`src/rtl/ddr2_traffic_gen_if.sv`:
```
// ============================================================================
// Module  : ddr2_traffic_gen_if
// Brief   : Application-side bundle between the DDR2 traffic generator and
//           the memory controller user interface.
// Revision: 1.0
// ============================================================================
`default_nettype none

interface ddr2_traffic_gen_if #(
   parameter int DQ_WIDTH = 72,
   parameter int DM_WIDTH = 9
);
   logic                    init_done;
   logic                    wdf_almost_full;
   logic                    af_almost_full;
   logic [1:0]              mode;
   logic [2:0]              burst_length_div2;
   logic                    read_data_valid;
   logic [2*DQ_WIDTH-1:0]   read_data_fifo_out;
   logic [35:0]             app_af_addr;
   logic                    app_af_wren;
   logic [2*DQ_WIDTH-1:0]   app_wdf_data;
   logic [2*DM_WIDTH-1:0]   app_mask_data;
   logic                    app_wdf_wren;
   logic                    error;
   logic [15:0]             error_count;
   logic [15:0]             pass_count;

   modport master (
      input  init_done, wdf_almost_full, af_almost_full, mode,
             burst_length_div2, read_data_valid, read_data_fifo_out,
      output app_af_addr, app_af_wren, app_wdf_data, app_mask_data,
             app_wdf_wren, error, error_count, pass_count
   );

   modport slave (
      output init_done, wdf_almost_full, af_almost_full, mode,
             burst_length_div2, read_data_valid, read_data_fifo_out,
      input  app_af_addr, app_af_wren, app_wdf_data, app_mask_data,
             app_wdf_wren, error, error_count, pass_count
   );
endinterface

`default_nettype wire

```
`src/rtl/ddr2_traffic_gen.sv`:
```
// ============================================================================
// Module  : ddr2_traffic_gen
// Brief   : Write/read pattern generator with read-back compare for DDR2.
// Revision: 1.0
// ============================================================================
`default_nettype none

module ddr2_traffic_gen #(
   parameter int          DQ_WIDTH         = 72,
   parameter int          DM_WIDTH         = 9,
   parameter int          BURSTS_PER_PHASE = 8,
   parameter logic [31:0] ADDR_BASE        = 32'h0,
   parameter int          ADDR_STRIDE      = 4,
   parameter int          ADDR_WRAP        = 256
) (
   input  wire logic           clk,
   input  wire logic           reset,
   ddr2_traffic_gen_if.master  bus
);

   typedef enum logic [1:0] {IDLE = 2'd0, WRITE = 2'd1, READ = 2'd2} state_t;

   localparam logic [15:0] c_idx_last = 16'(ADDR_WRAP - 1);
   localparam logic [7:0]  c_cmd_last = 8'(BURSTS_PER_PHASE - 1);

   state_t      r_state, w_next;
   logic        r_wdf_af;
   logic [15:0] r_idx, r_phase_idx, r_cmp_idx;
   logic [2:0]  r_beat, r_bl, r_cmp_beat, r_cmp_bl;
   logic [7:0]  r_cmd_cnt;

   logic        w_go_wr, w_go_rd, w_wr_cmd, w_cmd, w_phase_end;
   logic        w_start, w_replay, w_mismatch;
   logic [2:0]  w_bl_in;
   logic [15:0] w_idx_inc;
   logic [31:0] w_addr;

   // Rise half occupies the low DQ_WIDTH bits, fall half the high bits.
   function automatic logic [2*DQ_WIDTH-1:0] pattern(input logic [15:0] idx,
                                                     input logic [2:0]  beat);
      logic [7:0] v;
      v = idx[7:0] + {5'd0, beat};
      return {{(DQ_WIDTH/8){~v}}, {(DQ_WIDTH/8){v}}};
   endfunction

   assign bus.app_mask_data = {(2*DM_WIDTH){1'b0}};

   always_comb begin
      w_bl_in     = (bus.burst_length_div2 == 3'd0 || bus.burst_length_div2 > 3'd4)
                    ? 3'd4 : bus.burst_length_div2;
      w_go_wr     = (r_state == WRITE) && !r_wdf_af && !bus.af_almost_full;
      w_go_rd     = (r_state == READ) && !bus.af_almost_full;
      w_wr_cmd    = w_go_wr && (r_beat == r_bl - 3'd1);
      w_cmd       = w_wr_cmd || w_go_rd;
      w_phase_end = w_cmd && (r_cmd_cnt == c_cmd_last);
      w_idx_inc   = (r_idx == c_idx_last) ? 16'd0 : r_idx + 16'd1;
      w_addr      = ADDR_BASE + {16'd0, r_idx} * 32'(ADDR_STRIDE);
      w_mismatch  = bus.read_data_valid &&
                    (bus.read_data_fifo_out != pattern(r_cmp_idx, r_cmp_beat));
   end

   always_comb begin
      w_next = r_state;
      case (r_state)
         IDLE: begin
            if (bus.init_done && !r_wdf_af && !bus.af_almost_full) begin
               case (bus.mode)
                  2'b00, 2'b01: w_next = WRITE;
                  2'b10:        w_next = READ;
                  default:      w_next = IDLE;
               endcase
            end
         end
         WRITE, READ: begin
            if (w_phase_end) begin
               case (bus.mode)
                  2'b00:   w_next = (r_state == WRITE) ? READ : WRITE;
                  2'b01:   w_next = WRITE;
                  2'b10:   w_next = READ;
                  default: w_next = IDLE;
               endcase
            end
         end
         default: w_next = IDLE;
      endcase
      w_start  = (w_next != IDLE) && ((r_state == IDLE) || w_phase_end);
      // Loop mode reads back exactly the bursts the write phase just produced.
      w_replay = w_phase_end && (r_state == WRITE) && (w_next == READ) &&
                 (bus.mode == 2'b00);
   end

   always_ff @(posedge clk) begin
      if (reset) begin
         r_state          <= IDLE;
         r_wdf_af         <= 1'b0;
         r_idx            <= '0;
         r_phase_idx      <= '0;
         r_cmp_idx        <= '0;
         r_beat           <= '0;
         r_bl             <= '0;
         r_cmp_beat       <= '0;
         r_cmp_bl         <= '0;
         r_cmd_cnt        <= '0;
         bus.app_af_addr  <= '0;
         bus.app_af_wren  <= 1'b0;
         bus.app_wdf_data <= '0;
         bus.app_wdf_wren <= 1'b0;
         bus.error        <= 1'b0;
         bus.error_count  <= '0;
         bus.pass_count   <= '0;
      end else begin
         r_state          <= w_next;
         r_wdf_af         <= bus.wdf_almost_full;
         bus.app_af_wren  <= w_cmd;
         bus.app_wdf_wren <= w_go_wr;
         if (w_go_wr) begin
            bus.app_wdf_data <= pattern(r_idx, r_beat);
            r_beat           <= w_wr_cmd ? 3'd0 : r_beat + 3'd1;
         end
         if (w_cmd) begin
            bus.app_af_addr <= {1'b0, (r_state == READ) ? 3'b101 : 3'b100, w_addr};
            r_cmd_cnt       <= w_phase_end ? 8'd0 : r_cmd_cnt + 8'd1;
         end
         if (w_replay)
            r_idx <= r_phase_idx;
         else if (w_cmd)
            r_idx <= w_idx_inc;
         if (w_start) begin
            r_bl <= w_bl_in;
            if (w_next == WRITE)
               r_phase_idx <= w_cmd ? w_idx_inc : r_idx;
            if (w_next == READ)
               r_cmp_bl <= w_bl_in;
         end
         if (w_go_rd && w_phase_end)
            bus.pass_count <= bus.pass_count + 16'd1;
         if (bus.read_data_valid) begin
            if (r_cmp_beat == r_cmp_bl - 3'd1) begin
               r_cmp_beat <= 3'd0;
               r_cmp_idx  <= (r_cmp_idx == c_idx_last) ? 16'd0 : r_cmp_idx + 16'd1;
            end else begin
               r_cmp_beat <= r_cmp_beat + 3'd1;
            end
         end
         if (w_mismatch) begin
            bus.error <= 1'b1;
            if (bus.error_count != 16'hFFFF)
               bus.error_count <= bus.error_count + 16'd1;
         end
      end
   end

endmodule

`default_nettype wire
```
`src/flat_wrapper.sv`:
```
// flat-port wrapper written by rule: the top's interface ports become plain ports
module ddr2_traffic_gen_flat 
#(
   parameter int          DQ_WIDTH         = 72,
   parameter int          DM_WIDTH         = 9,
   parameter int          BURSTS_PER_PHASE = 8,
   parameter logic [31:0] ADDR_BASE        = 32'h0,
   parameter int          ADDR_STRIDE      = 4,
   parameter int          ADDR_WRAP        = 256
)
  (clk, reset, bus_init_done, bus_wdf_almost_full, bus_af_almost_full, bus_mode, bus_burst_length_div2, bus_read_data_valid, bus_read_data_fifo_out, bus_app_af_addr, bus_app_af_wren, bus_app_wdf_data, bus_app_mask_data, bus_app_wdf_wren, bus_error, bus_error_count, bus_pass_count);
  ddr2_traffic_gen_if #(.DQ_WIDTH(DQ_WIDTH), .DM_WIDTH(DM_WIDTH)) bus_i ();
  input  wire logic clk;
  input  wire logic reset;
  input wire logic [$bits(bus_i.init_done)-1:0] bus_init_done;
  input wire logic [$bits(bus_i.wdf_almost_full)-1:0] bus_wdf_almost_full;
  input wire logic [$bits(bus_i.af_almost_full)-1:0] bus_af_almost_full;
  input wire logic [$bits(bus_i.mode)-1:0] bus_mode;
  input wire logic [$bits(bus_i.burst_length_div2)-1:0] bus_burst_length_div2;
  input wire logic [$bits(bus_i.read_data_valid)-1:0] bus_read_data_valid;
  input wire logic [$bits(bus_i.read_data_fifo_out)-1:0] bus_read_data_fifo_out;
  output wire logic [$bits(bus_i.app_af_addr)-1:0] bus_app_af_addr;
  output wire logic [$bits(bus_i.app_af_wren)-1:0] bus_app_af_wren;
  output wire logic [$bits(bus_i.app_wdf_data)-1:0] bus_app_wdf_data;
  output wire logic [$bits(bus_i.app_mask_data)-1:0] bus_app_mask_data;
  output wire logic [$bits(bus_i.app_wdf_wren)-1:0] bus_app_wdf_wren;
  output wire logic [$bits(bus_i.error)-1:0] bus_error;
  output wire logic [$bits(bus_i.error_count)-1:0] bus_error_count;
  output wire logic [$bits(bus_i.pass_count)-1:0] bus_pass_count;
  assign bus_i.init_done = bus_init_done;
  assign bus_i.wdf_almost_full = bus_wdf_almost_full;
  assign bus_i.af_almost_full = bus_af_almost_full;
  assign bus_i.mode = bus_mode;
  assign bus_i.burst_length_div2 = bus_burst_length_div2;
  assign bus_i.read_data_valid = bus_read_data_valid;
  assign bus_i.read_data_fifo_out = bus_read_data_fifo_out;
  assign bus_app_af_addr = bus_i.app_af_addr;
  assign bus_app_af_wren = bus_i.app_af_wren;
  assign bus_app_wdf_data = bus_i.app_wdf_data;
  assign bus_app_mask_data = bus_i.app_mask_data;
  assign bus_app_wdf_wren = bus_i.app_wdf_wren;
  assign bus_error = bus_i.error;
  assign bus_error_count = bus_i.error_count;
  assign bus_pass_count = bus_i.pass_count;
  ddr2_traffic_gen #(.DQ_WIDTH(DQ_WIDTH), .DM_WIDTH(DM_WIDTH), .BURSTS_PER_PHASE(BURSTS_PER_PHASE), .ADDR_BASE(ADDR_BASE), .ADDR_STRIDE(ADDR_STRIDE), .ADDR_WRAP(ADDR_WRAP)) u_core (.clk(clk), .reset(reset), .bus(bus_i));
endmodule
```
`config.mk`:
```
export PLATFORM = sky130hd
export DESIGN_NAME = ddr2_traffic_gen_flat
export DESIGN_NICKNAME = d
export VERILOG_FILES = /design/src/rtl/ddr2_traffic_gen_if.sv /design/src/rtl/ddr2_traffic_gen.sv /design/src/flat_wrapper.sv
export SDC_FILE = /design/constraint.sdc
export NUM_CORES = 1
export LEC_CHECK = 0
export CAP_MARGIN = 20
export CELL_PAD_IN_SITES_DETAIL_PLACEMENT = 0
export CELL_PAD_IN_SITES_GLOBAL_PLACEMENT = 2
export CORE_ASPECT_RATIO = 0.9
export CORE_MARGIN = 4
export CORE_UTILIZATION = 21
export CTS_CLUSTER_SIZE = 40
export DETAILED_ROUTE_END_ITERATION = 8
export PLACE_DENSITY_LB_ADDON = 0.15
export REMOVE_ABC_BUFFERS = 1
export SETUP_SLACK_MARGIN = 0.4
export SLEW_MARGIN = 0
export SYNTH_ARGS = -nofsm -noshare
export SYNTH_HDL_FRONTEND = slang
export SYNTH_SLANG_ARGS = --single-unit
```
`constraint.sdc`:
```
create_clock -name clk -period 3.3 [get_ports clk]
set_input_delay 0.495 -clock clk [delete_from_list [all_inputs] [get_ports clk]]
set_output_delay 0.495 -clock clk [all_outputs]
set_load 0.01 [all_outputs]
```
==> results.yml, run 1 <==
run_status:
  outcome: "complete, no violations"
pwr:
  internal-power_uw: 3316
  power_density_mw_per_mm2: 336.2
  swShare_pct: 24.45
  seq_power_share_pct: 39.6
  power_uw: 4389
  switching_power_uw: 1073
  p_clk_share_pct: 47.0
  p_comb_share_pct: 13.4
  leakage_uw: 0.004557
  ir_worst_vdd_mv: 0.3269
sta:
  relSlewSlack_pct: 60.92
  fin_crit_sh_pct: 94.22
  fmax_mhz: 321.6
  layout_min_cycle_time_ps: 3109
  setup_viol: 0
  hold_ws_ps: 452.7
  finClkSkew_ps: 16.85
  worst_pin_slew_ps: 586.2
  hold_viol_final: 0
  slew_violations: 0
  rsz0062_at_grt: "yes"
drt:
  drcViolationCount: 0
  routed_wirelength_mm: 30.16
  ant_nets: 0
  vias: 7853
  wl_per_cell_microns: 16.21
  first_iter_violations: 351
  first_pass_iters: 5
  via_per_inst: 4.220
global_route:
  antenna_found_initial: 0
  grt_pass1_wl_mm: 46.41
  grt_max_degree: 50
  grt_pass1_vias: 7775
  grt_util_all_layers_pct: 12.91
  grt-ovfl-total: 0
logic_synthesis:
  synthCells: 1050
  netlist.area_leader.share_pct: 32.20
  syn_area_sq_mm: 0.008705
  synth.area.top_cells: "dfxtp_1 (32%), buf_4 (14%), nor2_1 (4.5%)"
  seq_area_frac_synth_pct: 32.20
  yosys.cell_count.top_type: "buf_4"
  synth_area_per_cell_sq_um: 8.290
  synth_cell_types: 63
  ys_warn_count: 0
  ys.flop_type: "dfxtp_1"
  post-synth-top-area-cell: "dfxtp_1"
  synth-edff-count: 0
  synth-seq-cells: 140
  async_reset_ff_share_pct: 0
  synth_commonest_cells: "buf_4 (165), dfxtp_1 (140), nor2_1 (105)"
final_layout:
  drive_gt1_share_pct: 12.87
  diodes: 0
  area_delta_synth_final_pct: 49.98
  final_nets: 1486
place:
  portBuffers: 351
  hpwl_mm: 22.77
  gp_congestion: 0.8312
clocking:
  ctsHoldBuffers: 0
  clock-sinks: 140
  clockRootBuffer: "clkbuf_16"
  h-tree-depth: 4
  cts_tree: "built"
  cts.path.max_buffers: 2
  numCtsBuffers: 17
  clk_latency_ps: 440
  cts.clk_slew.worst_paths_ps: 60
job:
  maxCapViolations: 0
worst_setup_path:
  endpoint_kind: "flop"
  cp.arrival_ps: 3440
  cp.required_ps: 3630
  cp-start-kind: "flop"
  cp_max_fo: 7
  worstSetupPathType: "flop to flop"
floorplanning:
  ios: 388
  fp.dieW_microns: 222.6
  start_util_pct: 21.33
  die_area_sq_mm: 0.04478
  die_y_microns: 201.1
  core_sq_mm: 0.04081
  row_count: 70
min_path:
  hold_path.class: "flop to flop"
## worst max-delay path: stages (launching register included)
cell	delay [ps]
dfxtp_2	350
ha_4	140
inv_2	30
fa_1	490
or4b_4	490
mux2i_1	150
o2111ai_1	160
a21oi_1	150
nand4_1	160
a2111oi_4	230
buf_6	170
buf_12	140
nor2_2	60
mux2_4	300
## metrics by stage
stage                     setup TNS [ps]  util (%)  setup WS (ps)  cells  area [sq um]
after floorplan                    -7615         -         -351.9    884          7437
after global placement             -4758     29.23         -294.5   1810         11930
after detailed placement           -5105     29.23         -311.7   1810         11930
after CTS                              0     31.28          132.4   1851         12770
after global routing                   0     31.99          11.87   1861         13060
final                                  0     31.99          190.6   1861         13060
## worst paths after layout
check | start | end | slack (ps) | cells after the start
hold reg to reg | u_core.bus.app_af_addr[5] | u_core.bus.app_af_addr[5] | 450 | 2
setup / recovery | u_core.r_cmp_beat[0] | u_core.bus.error_count[0] | 190 | 13
setup reg to reg | u_core.r_cmp_beat[0] | u_core.bus.error_count[0] | 190 | 13
hold / removal | u_core.bus.app_af_addr[5] | u_core.bus.app_af_addr[5] | 450 | 2
## layer usage
metal | routed length (microns) | GRT usage (%)
met5 | 0 | 0
met2 | 14170 | 20.80
met1 | 14130 | 17.46
met3 | 1623 | 3.224
met4 | 248 | 3.104
## sequential cells by signal, indices dropped and copies added (netlist names)
name and count:
u_core.r_wdf_af 1, u_core.r_state 2, u_core.r_phase_idx 16, u_core.bus.app_af_addr 18
u_core.r_cmp_idx 16, u_core.bus.error_count 16, u_core.r_idx 16, u_core.r_cmp_bl 3
u_core.bus.app_wdf_wren 1, u_core.bus.app_af_wren 1, u_core.r_cmd_cnt 8, u_core.bus.error 1
u_core.bus.app_wdf_data 16, u_core.r_beat 3, u_core.r_cmp_beat 3, u_core.bus.pass_count 16
u_core.r_bl 3
## cell usage in the layout, fill, tap and decap left out, types with 5 or more instances in the layout
master           instances
buf_6                    6
buf_4                   41
a21oi_1                 54
dfxtp_1                135
clkdlybuf4s50_1        350
and4_1                   7
clkbuf_16               17
inv_1                   17
mux2i_1                 24
mux2_2                   6
nand2b_1                 6
nor4b_1                  9
or2_2                    6
nor4_1                  23
nand4b_1                10
mux2_4                  20
nand3b_1                 5
and3_1                  11
nor2_1                 101
or4_1                   15
a211oi_1                 8
nor3_1                  17
nand4_1                 37
xor2_1                  33
or3_1                   13
ha_1                    18
nand3_1                 26
nor2b_1                 24
o21ai_0                 15
xnor2_1                 26
nand2_1                101
conb_1                  36
## power groups by stage
stage	logic, uW	registers [uW]	clock network, uW
2_1_floorplan	144	1800	0
3_5_place_dp	563	1780	0
3_3_place_gp	563	1780	0
6_report	589	1740	2060
4_1_cts	580	1740	2160
5_1_grt	635	1740	2220
## cell families after synthesis
group                    Yosys count  synth area share, %
AO/OA/AOI/OAI                    107                7.633
AND/OR/NAND/NOR                  450                27.48
buffers and inverters            220                16.89
XOR/XNOR                          60                6.210
other                              1              0.04308
adder cells (fa/ha/maj)           22                3.335
multiplexers                      50                6.210
flip-flops                       140                32.20
## what timing repair did
item                                    CTS  global route
gates resized for setup                  34            52
endpoints found under the hold margin     0             0
cloned                                    3             0
pin swaps                                26            16
endpoints found under the setup margin   48            49
buffers inserted                          7            10
## layout make-up
class | count | area (sq um)
clock buffer | 21 | 480.5
clock inverter | 10 | 137.6
fill | 4307 | 27760
inverter | 19 | 73.82
multi-input combinational | 727 | 4860
sequential | 140 | 2811
tap | 540 | 675.6
timing repair buffer | 404 | 4016
No activity file was read; power rests on OpenSTA's default activity.
==> inputs of run 2 (changes only) <==
CORE_UTILIZATION = 23   (was 21)
CTS_CLUSTER_DIAMETER = 120   (was unset)
clock period = 2.9 ns   (was 3.3 ns; I/O delays follow)
==> run 2 against run 1 <==
Effect of this change: the flow now finishes with violations (negative setup slack); utilization increased by 3.9 points; wire length decreased by 4.3%; via count is 1.4% higher; critical endpoint is now u_core.bus.error_count[7]; critical path depth did not move; clock skew is 3.8 ps lower; sequential share of layout area decreased by 0.51 points; total power up 11%; final cell count down 1.2%.
==> results.yml, run 2 (synthesis results as in run 1) <==
drt:
  ant_nets: 0
  via_per_inst: 4.334
  first_iter_violations: 321
  routed_wirelength_mm: 28.86
  drcViolationCount: 0
  first_pass_iters: 4
  wl_per_cell_microns: 15.70
  vias: 7965
floorplanning:
  row_count: 67
  start_util_pct: 23.33
  die_area_sq_mm: 0.04103
  die_y_microns: 192.6
  fp.dieW_microns: 213.1
  core_sq_mm: 0.03730
  ios: 388
sta:
  slew_violations: 0
  hold_viol_final: 0
  rsz0062_at_grt: "yes"
  worst_pin_slew_ps: 617.6
  layout_min_cycle_time_ps: 3058
  setup_viol: 17
  setup_ws_ps: -158.2
  fin_crit_sh_pct: 105.5
  finClkSkew_ps: 13.06
  fmax_mhz: 327.0
  relSlewSlack_pct: 58.82
pwr:
  power_density_mw_per_mm2: 364.8
  power_uw: 4884
  leakage_uw: 0.004781
  ir_worst_vdd_mv: 0.3878
final_layout:
  largest_reg_flops: 18
  diodes: 0
  largest_register: "u_core.bus.app_af_addr"
  drive_gt1_share_pct: 15.72
  final_common_cell: "clkdlybuf4s50_1"
  area_delta_synth_final_pct: 53.79
  mostFrequentLayoutCells: "clkdlybuf4s50_1 (350), dfxtp_1 (133), nand2_1 (100)"
  final_core_util_pct: 35.88
  final_nets: 1520
place:
  gp_congestion: 0.7261
  hpwl_mm: 21.81
  portBuffers: 351
worst_setup_path:
  cp_max_fo: 8
  crit_family: "simple AND/OR/NAND/NOR gates"
  worstPathCellList: "ha_4 -> inv_2 -> fa_2 -> or4b_4 -> mux2i_1 -> o2111ai_1 -> a21oi_1 -> nand4_1 -> a2111oi_4 -> buf_6 -> buf_12 -> nor4b_1 -> mux2_1"
  endpoint_kind: "flop"
  cp.required_ps: 3220
  crit_slowest_cell: "or4b_4"
  cp.arrival_ps: 3370
  rrSetupSlack_ps: -160
  cp_num_buf_inv: 3
  worstSetupPathType: "flop to flop"
  cp-start-kind: "flop"
  slowest_delay_ps: 480
global_route:
  grt_pass1_wl_mm: 43.75
  grt_util_all_layers_pct: 13.35
  grt-ovfl-total: 0
  antenna_found_initial: 0
  grt_max_degree: 44
  grt_pass1_vias: 7864
run_status:
  violations: "negative setup slack"
  outcome: "finished, violations left"
clocking:
  h-tree-depth: 4
  numCtsBuffers: 17
  cts_tree: "built"
  clockRootBuffer: "clkbuf_16"
  clk_latency_ps: 430
  cts.clk_slew.worst_paths_ps: 60
  cts.path.max_buffers: 2
  clock-sinks: 140
job:
  maxCapViolations: 0
min_path:
  hold_path.class: "flop to flop"
## run 2: final timing paths
check                                           startpoint                         end  cells after the start
worst max-delay path                  u_core.r_cmp_beat[0]   u_core.bus.error_count[7]                     13
worst min-delay path            u_core.bus.app_af_addr[11]  u_core.bus.app_af_addr[11]                      2
worst max register to register        u_core.r_cmp_beat[0]   u_core.bus.error_count[7]                     13
worst min register to register  u_core.bus.app_af_addr[11]  u_core.bus.app_af_addr[11]                      2
## run 2: metal layers
layer | share of wire, % | GRT usage, % | routed length [microns]
met5 | 0 | 0 | 0
met4 | 0.63 | 2.502 | 182
met3 | 5.5 | 3.511 | 1591
met2 | 48 | 21.96 | 13710
met1 | 46 | 17.79 | 13370
## run 2: report_power, final
part | switching [uW] | internal, uW
clock network | 874 | 1290
registers | 31.4 | 1950
logic | 299 | 448
total | 1200 | 3680
## run 2: final cells by class
cell class                 count  area, sq um
sequential                   140         2814
tap                          483        604.3
multi-input combinational    726         4917
fill                        3881        23920
clock inverter                10        117.6
timing repair buffer         439         4412
clock buffer                  21        450.4
inverter                      19        71.32
## run 2: what timing repair did
| action | CTS | global route |
|---|---|---|
| gates resized for setup | 90 | 25 |
| pin swaps | 38 | 23 |
| setup endpoints to repair | 58 | 63 |
| cloned | 4 | 0 |
| hold buffers | 0 | 0 |
| setup buffers | 19 | 3 |
## run 2: worst min-delay path: cells and delay by family, from the launching register on
kind	cells	cell delay, ps
flops	1	300
simple gates	1	50
compound gates	1	50
## run 2: metrics by stage
step                      instance area (sq um)  std cells  hold WS (ps)  TNS [ps]  setup slack, ps
final                                     13390       1838         447.4     -1759           -158.2
after global routing                      13390       1838         474.7     -4513           -312.0
after CTS                                 13260       1835         452.5     -2384           -194.9
after detailed placement                  12080       1781         443.9    -23250           -657.3
after global placement                    12080       1781         433.7    -22010           -658.8
after floorplan                            7437        884         426.2    -28220           -751.9
